## src/rtl/dm_rmw_ctrl_pkg.sv

```systemverilog
// Shared definitions for the data-memory read-modify-write controller.
//   rmw_state_e : controller states (IDLE, MERGE = partial-store write phase,
//                 RDATA = load data phase)
//   BE_FULL     : byte-enable pattern of a full-word store
package dm_rmw_ctrl_pkg;

    typedef enum logic [1:0] {
        RMW_IDLE  = 2'd0,
        RMW_MERGE = 2'd1,
        RMW_RDATA = 2'd2
    } rmw_state_e;

    localparam logic [3:0] BE_FULL = 4'b1111;

endpackage

```

## src/rtl/dm_rmw_ctrl_byte_merge.sv

```systemverilog
// Combinational byte merge for sub-word stores.
//   old_data : word read back from the RAM
//   new_data : lane-positioned store data
//   be       : byte enables; be[i]=1 takes byte i from new_data
//   merged   : word to write back
// The spec names the inputs old/new; "new" is a reserved word, hence the suffix.
module dm_byte_merge (
    input  logic [31:0] old_data,
    input  logic [31:0] new_data,
    input  logic [3:0]  be,
    output logic [31:0] merged
);

    always_comb begin
        merged = old_data;
        for (int i = 0; i < 4; i++) begin
            if (be[i]) begin
                merged[8*i +: 8] = new_data[8*i +: 8];
            end
        end
    end

endmodule

```

## src/rtl/dm_rmw_ctrl.sv

```systemverilog
// M-stage data-memory sequencer for a word-wide single-port synchronous RAM
// without byte-write enables.
//   clk, reset            : clock, asynchronous active-high reset
//   req, we, addr, byteen, wdata, flush : M-stage access (held while stall=1)
//   stall                 : hold M and upstream stages
//   rdata, rvalid         : loaded word, valid while rvalid=1
//   mem_addr, mem_re, mem_we, mem_wdata, mem_rdata : RAM interface
//                           (mem_rdata appears one cycle after mem_re)
//   dbg_state             : current FSM state, for observation only
// Handshake: an access is presented with req=1 and held unchanged while
// stall=1; it is complete in the first cycle with stall=0. flush kills the
// presented access in whatever cycle it is seen, and no write follows it.
module dm_rmw_ctrl
    import dm_rmw_ctrl_pkg::*;
#(
    parameter int ADDR_W = 12
) (
    input  logic              clk,
    input  logic              reset,
    input  logic              req,
    input  logic              we,
    input  logic [31:0]       addr,
    input  logic [3:0]        byteen,
    input  logic [31:0]       wdata,
    input  logic              flush,
    output logic              stall,
    output logic [31:0]       rdata,
    output logic              rvalid,
    output logic [ADDR_W-1:0] mem_addr,
    output logic              mem_re,
    output logic              mem_we,
    output logic [31:0]       mem_wdata,
    input  logic [31:0]       mem_rdata,
    output rmw_state_e        dbg_state
);

    rmw_state_e        state_q, state_d;
    logic [ADDR_W-1:0] addr_q;
    logic [3:0]        byteen_q;
    logic [31:0]       wdata_q;
    logic [31:0]       merged;
    logic              enter_2c;

    // Byte offset and bits above the RAM size are not used: range checks are
    // upstream and out-of-range addresses wrap.
    logic unused_addr_bits;
    assign unused_addr_bits = ^{addr[31:ADDR_W+2], addr[1:0]};

    dm_byte_merge u_merge (
        .old_data (mem_rdata),
        .new_data (wdata_q),
        .be       (byteen_q),
        .merged   (merged)
    );

    assign dbg_state = state_q;

    always_ff @(posedge clk or posedge reset) begin
        if (reset) begin
            state_q  <= RMW_IDLE;
            addr_q   <= '0;
            byteen_q <= '0;
            wdata_q  <= '0;
        end else begin
            state_q <= state_d;
            if (enter_2c) begin
                addr_q <= addr[ADDR_W+1:2];
                if (we) begin
                    byteen_q <= byteen;
                    wdata_q  <= wdata;
                end
            end
        end
    end

    // Outputs are forced to their idle values while reset is held so that no
    // strobe reaches the RAM from a live request during reset.
    always_comb begin
        state_d   = state_q;
        enter_2c  = 1'b0;
        stall     = 1'b0;
        rvalid    = 1'b0;
        rdata     = '0;
        mem_re    = 1'b0;
        mem_we    = 1'b0;
        mem_wdata = '0;
        mem_addr  = addr_q;
        if (reset) begin
            state_d  = RMW_IDLE;
            mem_addr = '0;
        end else begin
            case (state_q)
                RMW_IDLE: begin
                    mem_addr = addr[ADDR_W+1:2];
                    if (req && !flush) begin
                        if (we) begin
                            if (byteen == BE_FULL) begin
                                mem_we    = 1'b1;
                                mem_wdata = wdata;
                            end else if (byteen != 4'b0000) begin
                                mem_re   = 1'b1;
                                stall    = 1'b1;
                                enter_2c = 1'b1;
                                state_d  = RMW_MERGE;
                            end
                        end else begin
                            mem_re   = 1'b1;
                            stall    = 1'b1;
                            enter_2c = 1'b1;
                            state_d  = RMW_RDATA;
                        end
                    end
                end
                RMW_MERGE: begin
                    // The same instruction is still presented; only flush matters.
                    if (!flush) begin
                        mem_we    = 1'b1;
                        mem_wdata = merged;
                    end
                    state_d = RMW_IDLE;
                end
                RMW_RDATA: begin
                    if (!flush) begin
                        rvalid = 1'b1;
                        rdata  = mem_rdata;
                    end
                    state_d = RMW_IDLE;
                end
                default: state_d = RMW_IDLE;
            endcase
        end
    end

endmodule
```

## config.mk

```make
export PLATFORM = sky130hd
export DESIGN_NAME = dm_rmw_ctrl
export DESIGN_NICKNAME = d
export VERILOG_FILES = /design/src/rtl/dm_rmw_ctrl_pkg.sv /design/src/rtl/dm_rmw_ctrl_byte_merge.sv /design/src/rtl/dm_rmw_ctrl.sv
export SDC_FILE = /design/constraint.sdc
export NUM_CORES = 1
export LEC_CHECK = 0
export ABC_AREA = 0
export CAP_MARGIN = 10
export CORE_ASPECT_RATIO = 1.75
export CORE_UTILIZATION = 42
export CTS_CLUSTER_SIZE = 10
export DETAILED_ROUTE_END_ITERATION = 12
export GPL_ROUTABILITY_DRIVEN = 0
export PLACE_DENSITY = 0.91
export SYNTH_ARGS = -nofsm -noshare
export SYNTH_HDL_FRONTEND = slang
export SYNTH_HIERARCHICAL = 1
export SYNTH_SLANG_ARGS = --single-unit
```

## constraint.sdc

```tcl
create_clock -name clk -period 4.1 [get_ports clk]
set_clock_uncertainty 0.1 [all_clocks]
set_input_delay 0.82 -clock clk [delete_from_list [all_inputs] [get_ports clk]]
set_output_delay 0.82 -clock clk [all_outputs]
set_load 0.005 [all_outputs]
```

==> impl_results.md <==
- Setup repair bufs after CTS: 0
- Power share of the clock group: 0.258
- Static Leak: 2.20 nW
- Async S/R FF share, synth: 1.00
- CTS Buf Count: 5
- R2R Path End: wdata_q[30]$_DFFE_PP0P_
- Worst R2R Setup Slack: 1890 ps
- Critical Path Source: byteen[2]
- Max-cap violations: 0
- Post-DP HPWL: 7010 um
- Post-synth top area share: 0.373
- Antenna viol nets, final: 0
- Post-synth EDFFs: 0
- Die width: 69.6 um
- Worst Setup EP: mem_wdata[1]
- Final setup violation count: 0
- Buffers on Ports: 166
- Largest net degree at the start of global routing: 51
- WP data required: 3180 ps
- Top cells by area, synth: dfrtp_1 (37%), mux2_4 (27%), a22o_1 (8.3%)
- Site Rows: 42
- Worst hold path type: flip-flop to flip-flop
- Seq pwr share: 0.439
- Worst VDD drop: 296 uV
- Setup crit start kind: input port
- 1st-pass router iterations: 4
- Yosys top cell by area: dfrtp_1
- Syn Area/Cell: 12.3 um^2
- Layout cells sized above 1: 0.244
- Syn Nets: 377
- Die Area: 8370 um^2
- FF-to-FF path depth: 4
- Synthesized flop and latch total: 50
- Synthesis-to-finish area growth: 55.0%
- Synth cell count leaders: mux2_4 (61), dfrtp_1 (50), a22o_1 (32), and2_1 (32), nand2_1 (26)
- Maximum root-to-sink buffer count: 2
- CTS tree: built
- Slew margin rel.: 0.293
- Logic pwr share: 0.303
- Max-slew violations: 0
- Post-route setup TNS: 0 ps
- Worst-margin pin slew: 1060 ps
- Via Count: 2,755
- Initial antenna violation count: 0
- CP endpoint kind: primary output
- Cell count after synthesis: 272
- Switch share: 0.254
- Starting Density: 0.438
- RSZ-0062 raised after global routing: no
- WP data arrival: 2990 ps
- DR vias/cell: 5.28
- Routed WL: 9260 um
- CTS H-tree depth: 2
- Worst r2r src: dbg_state[0]$_DFFE_PP0P_
- Design area: 5200 um^2
- HP Start: addr_q[11]$_DFFE_PP0P_
- Clk_lat worst skew: 290 ps
- Routed wire length per instance: 17.7 um
- Most common cell in the netlist: mux2_4
- Hold Vio Cnt, Final: 0
- Synthesized area: 3360 um^2
- Status: completed
- Netlist cell types: 25
- Critical path type: input port to primary output
- Clk pin slew, worst setup/hold paths: 70 ps
- Iteration-0 DRC count of the detailed router: 126
- Max FO, Critical Path: 17
- Final layout net count: 538
- Seq/Total Area, Yosys: 0.373
- Ys Warns: 6
- Min Tclk post-route: 3910 ps
- Remaining Overflow, GRT: 0
- DR DRC count: 0
- Die Ht: 120 um
- First-pass GRT wire length: 14,800 um
- CTS sink cnt: 50
- GRT Total Usage: 0.226
- Most used DFF post-synth: dfrtp_1
- Fin crit share: 0.953
- Post-CTS Resized: 0
- Internal power: 1.23 mW
- Root Buffer: clkbuf_16
- Switch Pwr: 420 uW
- Fmax: 0.256 GHz
- CTS Hold Bufs: 0
- Core ar.: 7670 um^2
- Diode count: 0
- Vias in the first global route: 2,920
- IO Count: 187
- Power Density: 317 nW/um^2
- Post-DP Area: 5050 um^2
-- per-layer routing --
layer | GRT usage | part of all wire
met2 | 0.423 | 0.56
met4 | 0.0867 | 0.025
met5 | 0 | 0
met3 | 0.0375 | 0.044
met1 | 0.249 | 0.37
-- worst min path at each step --
stage                        endpoint  slack (ps)  cells past startpoint
2_1_floorplan   addr_q[0]$_DFFE_PP0P_         380                      1
3_3_place_gp   addr_q[10]$_DFFE_PP0P_         390                      1
3_5_place_dp   addr_q[11]$_DFFE_PP0P_         390                      1
4_1_cts        addr_q[11]$_DFFE_PP0P_         410                      1
5_1_grt        wdata_q[5]$_DFFE_PP0P_         420                      1
6_report       addr_q[11]$_DFFE_PP0P_         410                      1
-- registers in the layout (all words and copies together), names as in the netlist --
register	cells
wdata_q	32
addr_q	12
byteen_q	4
dbg_state	2
-- stage by stage --
stage / total power, mW / instances / utilization / hold slack (ps) / setup WS, ps
2_1_floorplan: 1.07 / 272 / - / 379 / 1340
3_3_place_gp: 1.21 / 514 / 0.659 / 388 / 232
3_5_place_dp: 1.24 / 514 / 0.659 / 393 / 172
4_1_cts: 1.67 / 522 / 0.678 / 408 / 172
5_1_grt: 1.73 / 522 / 0.678 / 423 / 110
6_report: 1.65 / 522 / 0.678 / 410 / 193
-- power by group through the flow --
stage | clock (mW) | combinational [mW] | sequential (mW)
floorplan | 0 | 0.403 | 0.668
global placement | 0 | 0.486 | 0.721
detailed placement | 0 | 0.501 | 0.735
CTS | 0.436 | 0.504 | 0.726
global route | 0.456 | 0.535 | 0.741
finish | 0.426 | 0.500 | 0.726
-- cell type report --
type	instances	area, um^2
fillers	588	2470
flip-flops and latches	50	1250
repair buffers	177	1740
multi-input cells	197	1940
clock inverters	2	12.5
clock buffers	6	139
inverters	2	7.51
well taps	88	110
-- layout by cell type (no fill, tap or decap), drive strengths merged, types with 2 or more instances in the layout --
cell type,instances
clkdlybuf4s50,166
mux2,80
dfrtp,50
and2,32
a22o,32
nand2,26
a21oi,12
buf,11
clkbuf,6
nor4b,3
nor2,2
nor4,2
inv,2
-- cell families (layout without fill, tap and decap cells) --
family,after synthesis,count (layout),synth area share
AOI/OAI and AO/OA,46,46,0.105
buffers and inverters,25,187,0.0592
DFF,50,50,0.373
muxes,80,80,0.336
and+or+nand+nor,71,71,0.127
-- critical path, stage by stage --
cell and delay [ps]:
clkdlybuf4s50_1 510, and4_1 290, nand4bb_1 210, nor3_4 200
buf_4 260, a22o_1 160, clkdlybuf4s50_1 540
Power figures use the tool's default switching activity.
